==> src/rtl/datapath_unit.sv <==
`default_nettype none
// ============================================================================
//  Module      : datapath_unit
//  Description : Accumulator-machine datapath. Holds PC, IR, a 16-entry
//                register file, the accumulator and Z/C flags, and executes
//                the single-cycle strobes issued by the instruction
//                controller.
//  Ports       : CLK       - clock, rising edge
//                CLB       - asynchronous active-low reset
//                LoadIR    - IR <= ImemData
//                IncPC     - PC <= PC + 1 (wraps)
//                SelPC     - jump source: 0 = R[IR[3:0]], 1 = ImemData
//                LoadPC    - PC <= jump target (priority over IncPC)
//                LoadReg   - R[IR[3:0]] <= Acc
//                LoadAcc   - Acc <= SelAcc mux output
//                SelAcc    - 00 hold, 01 IR[3:0], 10 ALU, 11 ImemData
//                SelALU    - ALU operation
//                ImemData  - instruction-memory read data
//                ImemAddr  - instruction-memory address (= PC)
//                Opcode    - current instruction (= IR)
//                Z, C      - registered zero / carry-borrow flags
//                AccOut    - accumulator value
//  Revision    : 1.0 - initial release
// ============================================================================
module datapath_unit #(
  parameter int PC_W   = 8,
  parameter int DATA_W = 8
) (
  input  logic              CLK,
  input  logic              CLB,
  input  logic              LoadIR,
  input  logic              IncPC,
  input  logic              SelPC,
  input  logic              LoadPC,
  input  logic              LoadReg,
  input  logic              LoadAcc,
  input  logic [1:0]        SelAcc,
  input  logic [3:0]        SelALU,
  input  logic [DATA_W-1:0] ImemData,
  output logic [PC_W-1:0]   ImemAddr,
  output logic [DATA_W-1:0] Opcode,
  output logic              Z,
  output logic              C,
  output logic [DATA_W-1:0] AccOut
);

  localparam logic [3:0] c_ALU_PASS_B = 4'b0000;
  localparam logic [3:0] c_ALU_PASS_A = 4'b0001;
  localparam logic [3:0] c_ALU_ADD    = 4'b0010;
  localparam logic [3:0] c_ALU_SUB    = 4'b0011;
  localparam logic [3:0] c_ALU_NOR    = 4'b0100;
  localparam logic [3:0] c_ALU_AND    = 4'b0101;

  localparam logic [1:0] c_ACC_HOLD = 2'b00;
  localparam logic [1:0] c_ACC_IMM  = 2'b01;
  localparam logic [1:0] c_ACC_ALU  = 2'b10;
  localparam logic [1:0] c_ACC_MEM  = 2'b11;

  localparam logic [PC_W-1:0] c_PC_ONE = {{(PC_W-1){1'b0}}, 1'b1};

  // Architectural state
  logic [PC_W-1:0]   r_pc;
  logic [DATA_W-1:0] r_ir;
  logic [DATA_W-1:0] r_acc;
  logic              r_z;
  logic              r_c;
  logic [DATA_W-1:0] r_regs [16];

  // Combinational datapath
  logic [3:0]        w_idx;
  logic [DATA_W-1:0] w_b;
  logic [DATA_W:0]   w_alu_sum;
  logic [DATA_W:0]   w_alu_dif;
  logic [DATA_W-1:0] w_alu_res;
  logic              w_alu_c;
  logic [DATA_W-1:0] w_imm;
  logic [DATA_W-1:0] w_acc_nxt;
  logic [DATA_W-1:0] w_tgt_src;
  logic [PC_W-1:0]   w_tgt;
  logic              w_flag_upd;

  assign w_idx     = r_ir[3:0];
  assign w_b       = r_regs[w_idx];

  // One extra bit captures carry-out on ADD and borrow on SUB.
  assign w_alu_sum = {1'b0, r_acc} + {1'b0, w_b};
  assign w_alu_dif = {1'b0, r_acc} - {1'b0, w_b};

  always_comb begin
    w_alu_res = r_acc;
    w_alu_c   = 1'b0;
    case (SelALU)
      c_ALU_PASS_B: w_alu_res = w_b;
      c_ALU_PASS_A: w_alu_res = r_acc;
      c_ALU_ADD: begin
        w_alu_res = w_alu_sum[DATA_W-1:0];
        w_alu_c   = w_alu_sum[DATA_W];
      end
      c_ALU_SUB: begin
        w_alu_res = w_alu_dif[DATA_W-1:0];
        w_alu_c   = w_alu_dif[DATA_W];
      end
      c_ALU_NOR:    w_alu_res = ~(r_acc | w_b);
      c_ALU_AND:    w_alu_res = r_acc & w_b;
      default:      w_alu_res = r_acc;
    endcase
  end

  always_comb begin
    w_imm      = '0;
    w_imm[3:0] = r_ir[3:0];
  end

  always_comb begin
    w_acc_nxt = r_acc;
    case (SelAcc)
      c_ACC_HOLD: w_acc_nxt = r_acc;
      c_ACC_IMM:  w_acc_nxt = w_imm;
      c_ACC_ALU:  w_acc_nxt = w_alu_res;
      c_ACC_MEM:  w_acc_nxt = ImemData;
      default:    w_acc_nxt = r_acc;
    endcase
  end

  // Flags track only ALU results actually written to the accumulator.
  assign w_flag_upd = LoadAcc && (SelAcc == c_ACC_ALU);

  // Jump target: register or memory byte, fitted to the PC width.
  assign w_tgt_src = SelPC ? ImemData : w_b;

  generate
    if (PC_W <= DATA_W) begin : g_tgt_trunc
      assign w_tgt = w_tgt_src[PC_W-1:0];
    end else begin : g_tgt_zext
      assign w_tgt = {{(PC_W-DATA_W){1'b0}}, w_tgt_src};
    end
  endgenerate

  always_ff @(posedge CLK or negedge CLB) begin
    if (!CLB) begin
      r_pc <= '0;
    end else if (LoadPC) begin
      r_pc <= w_tgt;
    end else if (IncPC) begin
      r_pc <= r_pc + c_PC_ONE;
    end
  end

  always_ff @(posedge CLK or negedge CLB) begin
    if (!CLB) begin
      r_ir <= '0;
    end else if (LoadIR) begin
      r_ir <= ImemData;
    end
  end

  always_ff @(posedge CLK or negedge CLB) begin
    if (!CLB) begin
      r_acc <= '0;
    end else if (LoadAcc) begin
      r_acc <= w_acc_nxt;
    end
  end

  always_ff @(posedge CLK or negedge CLB) begin
    if (!CLB) begin
      r_z <= 1'b0;
      r_c <= 1'b0;
    end else if (w_flag_upd) begin
      r_z <= (w_alu_res == '0);
      r_c <= w_alu_c;
    end
  end

  // Register write uses pre-edge Acc, so a same-cycle Acc load is not seen.
  always_ff @(posedge CLK or negedge CLB) begin
    if (!CLB) begin
      for (int i = 0; i < 16; i++) begin
        r_regs[i] <= '0;
      end
    end else if (LoadReg) begin
      r_regs[w_idx] <= r_acc;
    end
  end

  assign ImemAddr = r_pc;
  assign Opcode   = r_ir;
  assign Z        = r_z;
  assign C        = r_c;
  assign AccOut   = r_acc;

endmodule
`default_nettype wire

==> config.mk <==
export PLATFORM = sky130hd
export DESIGN_NAME = datapath_unit
export DESIGN_NICKNAME = d
export VERILOG_FILES = /design/src/rtl/datapath_unit.sv
export SDC_FILE = /design/constraint.sdc
export NUM_CORES = 1
export LEC_CHECK = 0
export CAP_MARGIN = 20
export CORE_UTILIZATION = 30
export CTS_CLUSTER_SIZE = 30
export DETAILED_ROUTE_END_ITERATION = 12
export GPL_TIMING_DRIVEN = 0
export PLACE_DENSITY = 0.51
export SYNTH_ARGS = -nofsm -noshare
export SYNTH_HDL_FRONTEND = slang
export SYNTH_SLANG_ARGS = --single-unit
==> constraint.sdc <==
create_clock -name CLK -period 4.26 [get_ports CLK]
set_clock_uncertainty 0.1 [all_clocks]
set_input_delay 0.852 -clock CLK [delete_from_list [all_inputs] [get_ports CLK]]
set_output_delay 0.852 -clock CLK [all_outputs]
set_load 0.1 [all_outputs]
# ---- Word-level counts from Yosys, hierarchy flattened
# Cells that the tools add are included.
dict set report classes {
  bitwise 5
  addsub 3
  div_mod_pow 0
  n_mul 0
  muxes 12
  shift 0
  reduce_logical 7
  order_cmp 2
  eq_ne 7
}
# op n
set ops {}
lappend ops {{bitwise mux 128 bit} 1}
lappend ops {{two-way mux 8 bit} 6}
lappend ops {{case mux 8 bit (5 select lines)} 1}
lappend ops {{binary-select mux 8 bit (select 4 bit)} 1}
lappend ops {{demux 8 bit (select 4 bit)} 1}
lappend ops {{case mux 8 bit (3 select lines)} 1}
lappend ops {{adder 8 x 8 -> 9 bit} 1}
lappend ops {{subtractor 8 x 8 -> 9 bit} 1}
lappend ops {{adder 8 x 1 -> 8 bit (second input constant)} 1}
lappend ops {{AND 8 bit} 1}
lappend ops {{equality test 4 x 2 -> 1 bit (second input constant)} 2}
lappend ops {{equality test 4 x 3 -> 1 bit (second input constant)} 2}
lappend ops {{logical NOT 8 bit} 1}
lappend ops {{NOT 8 bit} 1}
lappend ops {{bitwise OR 8 bit} 1}
lappend ops {{greater-or-equal comparator 5 bit (second input constant)} 1}
lappend ops {{< comparator 5 x 1 -> 1 bit (second input constant)} 1}
lappend ops {{NOT 4 -> 5 bit} 1}
lappend ops {{equality test 2 bit (second input constant)} 2}
lappend ops {{logical NOT 4 bit} 1}
lappend ops {{equality test 2 x 1 -> 1 bit (second input constant)} 1}
lappend ops {{logical AND 1 bit} 2}
lappend ops {{logical NOT 2 bit} 1}
lappend ops {{case mux 1 bit (2 select lines)} 1}
lappend ops {{3 further kinds} 3}
dict set report word_totals {
  latchBits 0
  memories 0
  inputBits 22
  romBits 0
  ram_bits 0
  word_cells 57
  out_inout_bits 26
  regBits 154
}

# ---- Depth between registers and ports, before layout
# Gate-level depths: netlist of the first run.
dict set report depth {
  word_depth 8
  ltp_mapped 16
  mapped_depth_nobuf 14
}

# ---- Least setup slack after synthesis of the first run
# OpenSTA, ideal clock, no wires.
dict set report synth_path {
  path_type {reg2reg}
  startpoint {register r_ir[1], in the netlist Opcode[1]}
  endpoint {register r_z, in the netlist Z}
  t_required_ns 4.095
  stages_incl_launch_ff 14
  period_less_slack_ns 4.171
  setup_slack_ns 0.089
  path_buffers 2
  setup_time_ns 0.065
  arrival_ns 4.005
  cell_sequence {dfrtp_1 > buf_2 > mux4_2 > mux2_2 > o21ai_1 > ha_1 > clkbuf_1 > nor2b_1 > o221ai_1 > o21ai_0 > a221oi_2 > o22ai_1 > nor4_2 > a31o_1}
}
dict set report synth_between {
  elab_chain_cells 8
  elab_cells_between_ends 11
  classes_between {2 x add/sub; 4 x mux; 4 x bitwise; 1 x reduce/logical}
}
# item line_no
set synth_lines {}
lappend synth_lines {{start, declared} 63} ;# logic [DATA_W-1:0] r_ir;
lappend synth_lines {{start signal, assigned} 153} ;# r_ir <= ImemData;
lappend synth_lines {{NOT 4 -> 5 bit (implied by the code) (*)} 83} ;# assign w_b = r_regs[w_idx];
lappend synth_lines {{binary-select mux 8 bit (select 4 bit) (*)} 83}
lappend synth_lines {{two-way mux 8 bit (implied by the code) (*) (2 in series)} 83}
lappend synth_lines {{parallel branches: the longest is 2 deep, another holds subtractor 8 x 8 -> 9 bit} -}
lappend synth_lines {{case mux 8 bit (5 select lines) (*)} 92} ;# case (SelALU)
lappend synth_lines {{logical NOT 8 bit (*)} 170} ;# r_z <= (w_alu_res == '0);
lappend synth_lines {{end signal, assigned} 170}
lappend synth_lines {{end, declared} 65} ;# logic r_z;
# Every way passes the cells marked *. The select of a mux whose other input is x is not followed.
# A chain may end at the register's enable or synchronous reset.

# ---- Final worst setup path of the first run
dict set report layout_path {
  startpoint {register r_ir[0], in the netlist Opcode[0]}
  endpoint {register r_z, in the netlist Z}
}
# Same word-level chain as after synthesis.

==> summary.md, run 1 <==
| Metric | Value |
|---|---|
| P_leak | between 4 and 5 nW |
| Area growth, synth to finish | 18.89% |
| First DRT Iteration DRCs | about 410 |
| Max_slew headroom | between 20% and 30% |
| Slew @ Worst Pin | roughly 1100 ps |
| Status | completed |
| Die X | about 170 um |
| Initial Utilization | 30.85% |
| Syn. warnings | 0 |
| Sink Count | roughly 150 |
| Primary FF master, synth | dfrtp_1 |
| Syn Inst Count | between 700 and 800 |
| Hold Violations, Final | 0 |
| Placer Congestion | around 0.83 |
| Setup TNS | 0 ps |
| Period utilization | a little over nine tenths |
| Overall Global Routing Usage | 17.83% |
| Wirelength per Cell | around 21 um |
| Setup-failing EPs final | 0 |
| Largest net degree at the start of global routing | between 80 and 90 |
| H-tree depth | 4 |
| Setup Fix Bufs, Post-CTS | 0 |
| DRC | 0 |
| Startpoint Class | register |
| Post-synthesis sequential area ratio | 45.96% |
| Clk_lat worst skew | around 430 ps |
| Slowest stage cell on the critical path | mux4_2 |
| Clk slew on worst S/H paths | around 60 ps |
| Largest area contributor in the netlist | dfrtp_1 |
| Boundary Pins | 48 |
| Highest clock rate | roughly 0.24 GHz |
| Most frequent cell after synthesis | dfrtp_1 |
| Power Density | 596.3 nW/um2 |
| # diodes | 0 |
| Asr flop ratio synth | 100.0% |
| Flops & latches, synth | 154 |
| RSZ-0062 raised after global routing | no |
| Crit-path cells | buf_6, mux4_2, mux2_2, o21ai_2, ha_1, nor3_1, o31a_1, nor3_1, nand3b_1, a31oi_1, nor4_2, a31o_1 |
| Antenna-violating nets left | 0 |
| Critical path endpoint category | register |
| Worst-path maximum fanout | 10 |
| Pre-CTS setup slack | -463.4 ps |
| Crit path time final | between 4000 and 5000 ps |
| Crit-path leading delay family | compound AO/OA/AOI/OAI gates |
| Critical path class | register to register |
| Total grt overflow | 0 |
| WP buf/inv | 1 |
| Slowest cell delay on critical path | around 590 ps |
| TritonCTS buffer count | 17 |
| Worst VDD drop | 0.3303 mV |
| Core area | ~27000 um2 |
| Worst endpoint data arrival time | around 4300 ps |
| Via count of the first global-routing pass | between 5000 and 6000 |
| Avg Cell Area, Syn | roughly 12 um2 |
| CP most frequent cell | nor3_1 |
| Final nets | roughly 830 |
| Vias | 5913 |
| Synth cell types | 64 |
| Mapped Area | ~8400 um2 |
| EDFF count, synth | 0 |
| First-pass GRT wire length | roughly 38000 um |
| Top cell type's share of synthesized area | 45.96% |
| Via density | slightly above 5 |
| Setup WS post-layout | 176.1 ps |
| CTS max path bufs | 2 |
| Top cells by area, synth | dfrtp_1 46%, mux2_2 13%, mux4_2 8.9% |
| Share of layout cells above drive strength 1 | approximately a quarter |
| CTS Root Cell | clkbuf_16 |
| Mapped Nets | 770 |
| Initial antenna violation count | 0 |
| Die area | approximately 29000 um2 |
| Max-Cap Viols | 0 |
| Fillers | about 2700 |
| Die height | about 170 um |
| Initial DRT Pass Iterations | 5 |
| # port buffers | 43 |
| # rows | 60 |
| HPWL after DPL | roughly 17000 um |
| Worst path required time | around 4500 ps |
| Worst Hold Class | primary input to async pin |
| Pins Over Slew Limit | 0 |
| CTS tree | yes |
| Total wire length | ~24000 um |
| Commonest cells post-synth | 154 x dfrtp_1, 100 x mux2_2, 68 x nand2_1 |
-- cells by family after synthesis --
| logic type | count (synthesis) | share of synthesized area [%] |
|---|---|---|
| simple gates | 166 | 9.223 |
| mux | 160 | 25.65 |
| flops | 154 | 45.96 |
| compound gates | 137 | 10.46 |
| buf+inv | 67 | 3.447 |
| fa+ha+maj | 27 | 4.208 |
| xor+xnor | 10 | 1.045 |
-- state kept, by name (all words and copies together), names as in the netlist --
register / count
r_regs: 128
AccOut: 8
ImemAddr: 8
Opcode: 8
C: 1
Z: 1
-- report_power, final --
part | total (mW) | internal (mW) | switching [mW]
clock network | 1.62 | 0.953 | 0.662
logic | 2.08 | 0.915 | 1.17
registers | 2.24 | 1.95 | 0.297
-- worst paths after layout --
kind	from	end	slack (ps)	cells after the start
setup / recovery	Opcode[0]	Z	180	12
hold / removal	CLB	r_regs[7]	280	1
setup reg to reg	Opcode[0]	Z	180	12
hold reg to reg	r_regs[122]	r_regs[122]	380	2
max in group asynchronous	CLB	Opcode[1]	2960	2
min in group CLK	r_regs[122]	r_regs[122]	380	2
-- worst reg2reg max path: stages (launching register included) --
cell      delay, ps
dfrtp_1         360
buf_6           230
mux4_2          600
mux2_2          290
o21ai_2         380
ha_1            430
nor3_1          450
o31a_1          220
nor3_1           50
nand3b_1        190
a31oi_1         400
nor4_2           70
a31o_1          220
-- placed cells by master, fill, tap and decap left out, types with 17 or more instances in the layout --
cell	n
nor2_1	42
mux2_2	100
clkbuf_16	17
ha_1	25
mux2i_1	17
mux4_2	33
inv_1	23
a21oi_1	17
nand2_1	68
o21ai_0	47
clkbuf_1	25
dfrtp_1	152
clkdlybuf4s50_1	42
-- layer usage --
metal | track usage, % | up-vias | wire length (um)
met1 | 25.09 | 3054 | 11660
li1 | - | 2731 | -
met2 | 28.04 | 111 | 11380
met3 | 3.871 | 17 | 889
met5 | 0 | - | 0
met4 | 3.956 | 0 | 272
-- stage by stage --
step | utilization [%] | instances | hold WS, ps | instance area (um2) | power (mW)
after floorplan | - | 721 | 344.6 | 8384 | 3.705
after CTS | 36.63 | 1168 | 305.6 | 9955 | 5.973
final | 36.68 | 1167 | 278.7 | 9968 | 5.944
after global placement | 34.15 | 1136 | 357.9 | 9280 | 4.295
after detailed placement | 34.27 | 1137 | 368.9 | 9313 | 4.332
after global routing | 36.68 | 1167 | 320.0 | 9968 | 6.289
-- cell type report --
cell class,count,area (um2),area share (%)
Tap cell,372,465.4,4.669
Clock buffer,18,439.2,4.406
Buffer,38,190.2,1.908
Sequential cell,154,3856,38.68
Multi-Input combinational cell,500,4270,42.84
Clock inverter,14,182.7,1.833
Timing Repair Buffer,44,462.9,4.644
Inverter,27,101.3,1.017
-- what timing repair did --
action | 4_1_cts | 5_1_grt
gates resized for setup | 7 | 5
hold buffers | 0 | 0
endpoints found under the setup margin | 7 | 3
(Power assumes the default switching activity.)
==> run 2: changes to the inputs <==
--- a/config.mk
+++ b/config.mk
@@ -7,6 +7,7 @@
 export LEC_CHECK = 0
 export CAP_MARGIN = 20
 export CORE_UTILIZATION = 30
+export CTS_BUF_LIST = sky130_fd_sc_hd__clkbuf_8 sky130_fd_sc_hd__clkbuf_16
 export CTS_CLUSTER_SIZE = 30
 export DETAILED_ROUTE_END_ITERATION = 12
 export GPL_TIMING_DRIVEN = 0
@@ -14,3 +15,4 @@
 export SYNTH_ARGS = -nofsm -noshare
 export SYNTH_HDL_FRONTEND = slang
 export SYNTH_SLANG_ARGS = --single-unit
+export TNS_END_PERCENT = 1
==> results of run 2 <==
No change in the layout: final DEF, timing and power equal those of run 1.
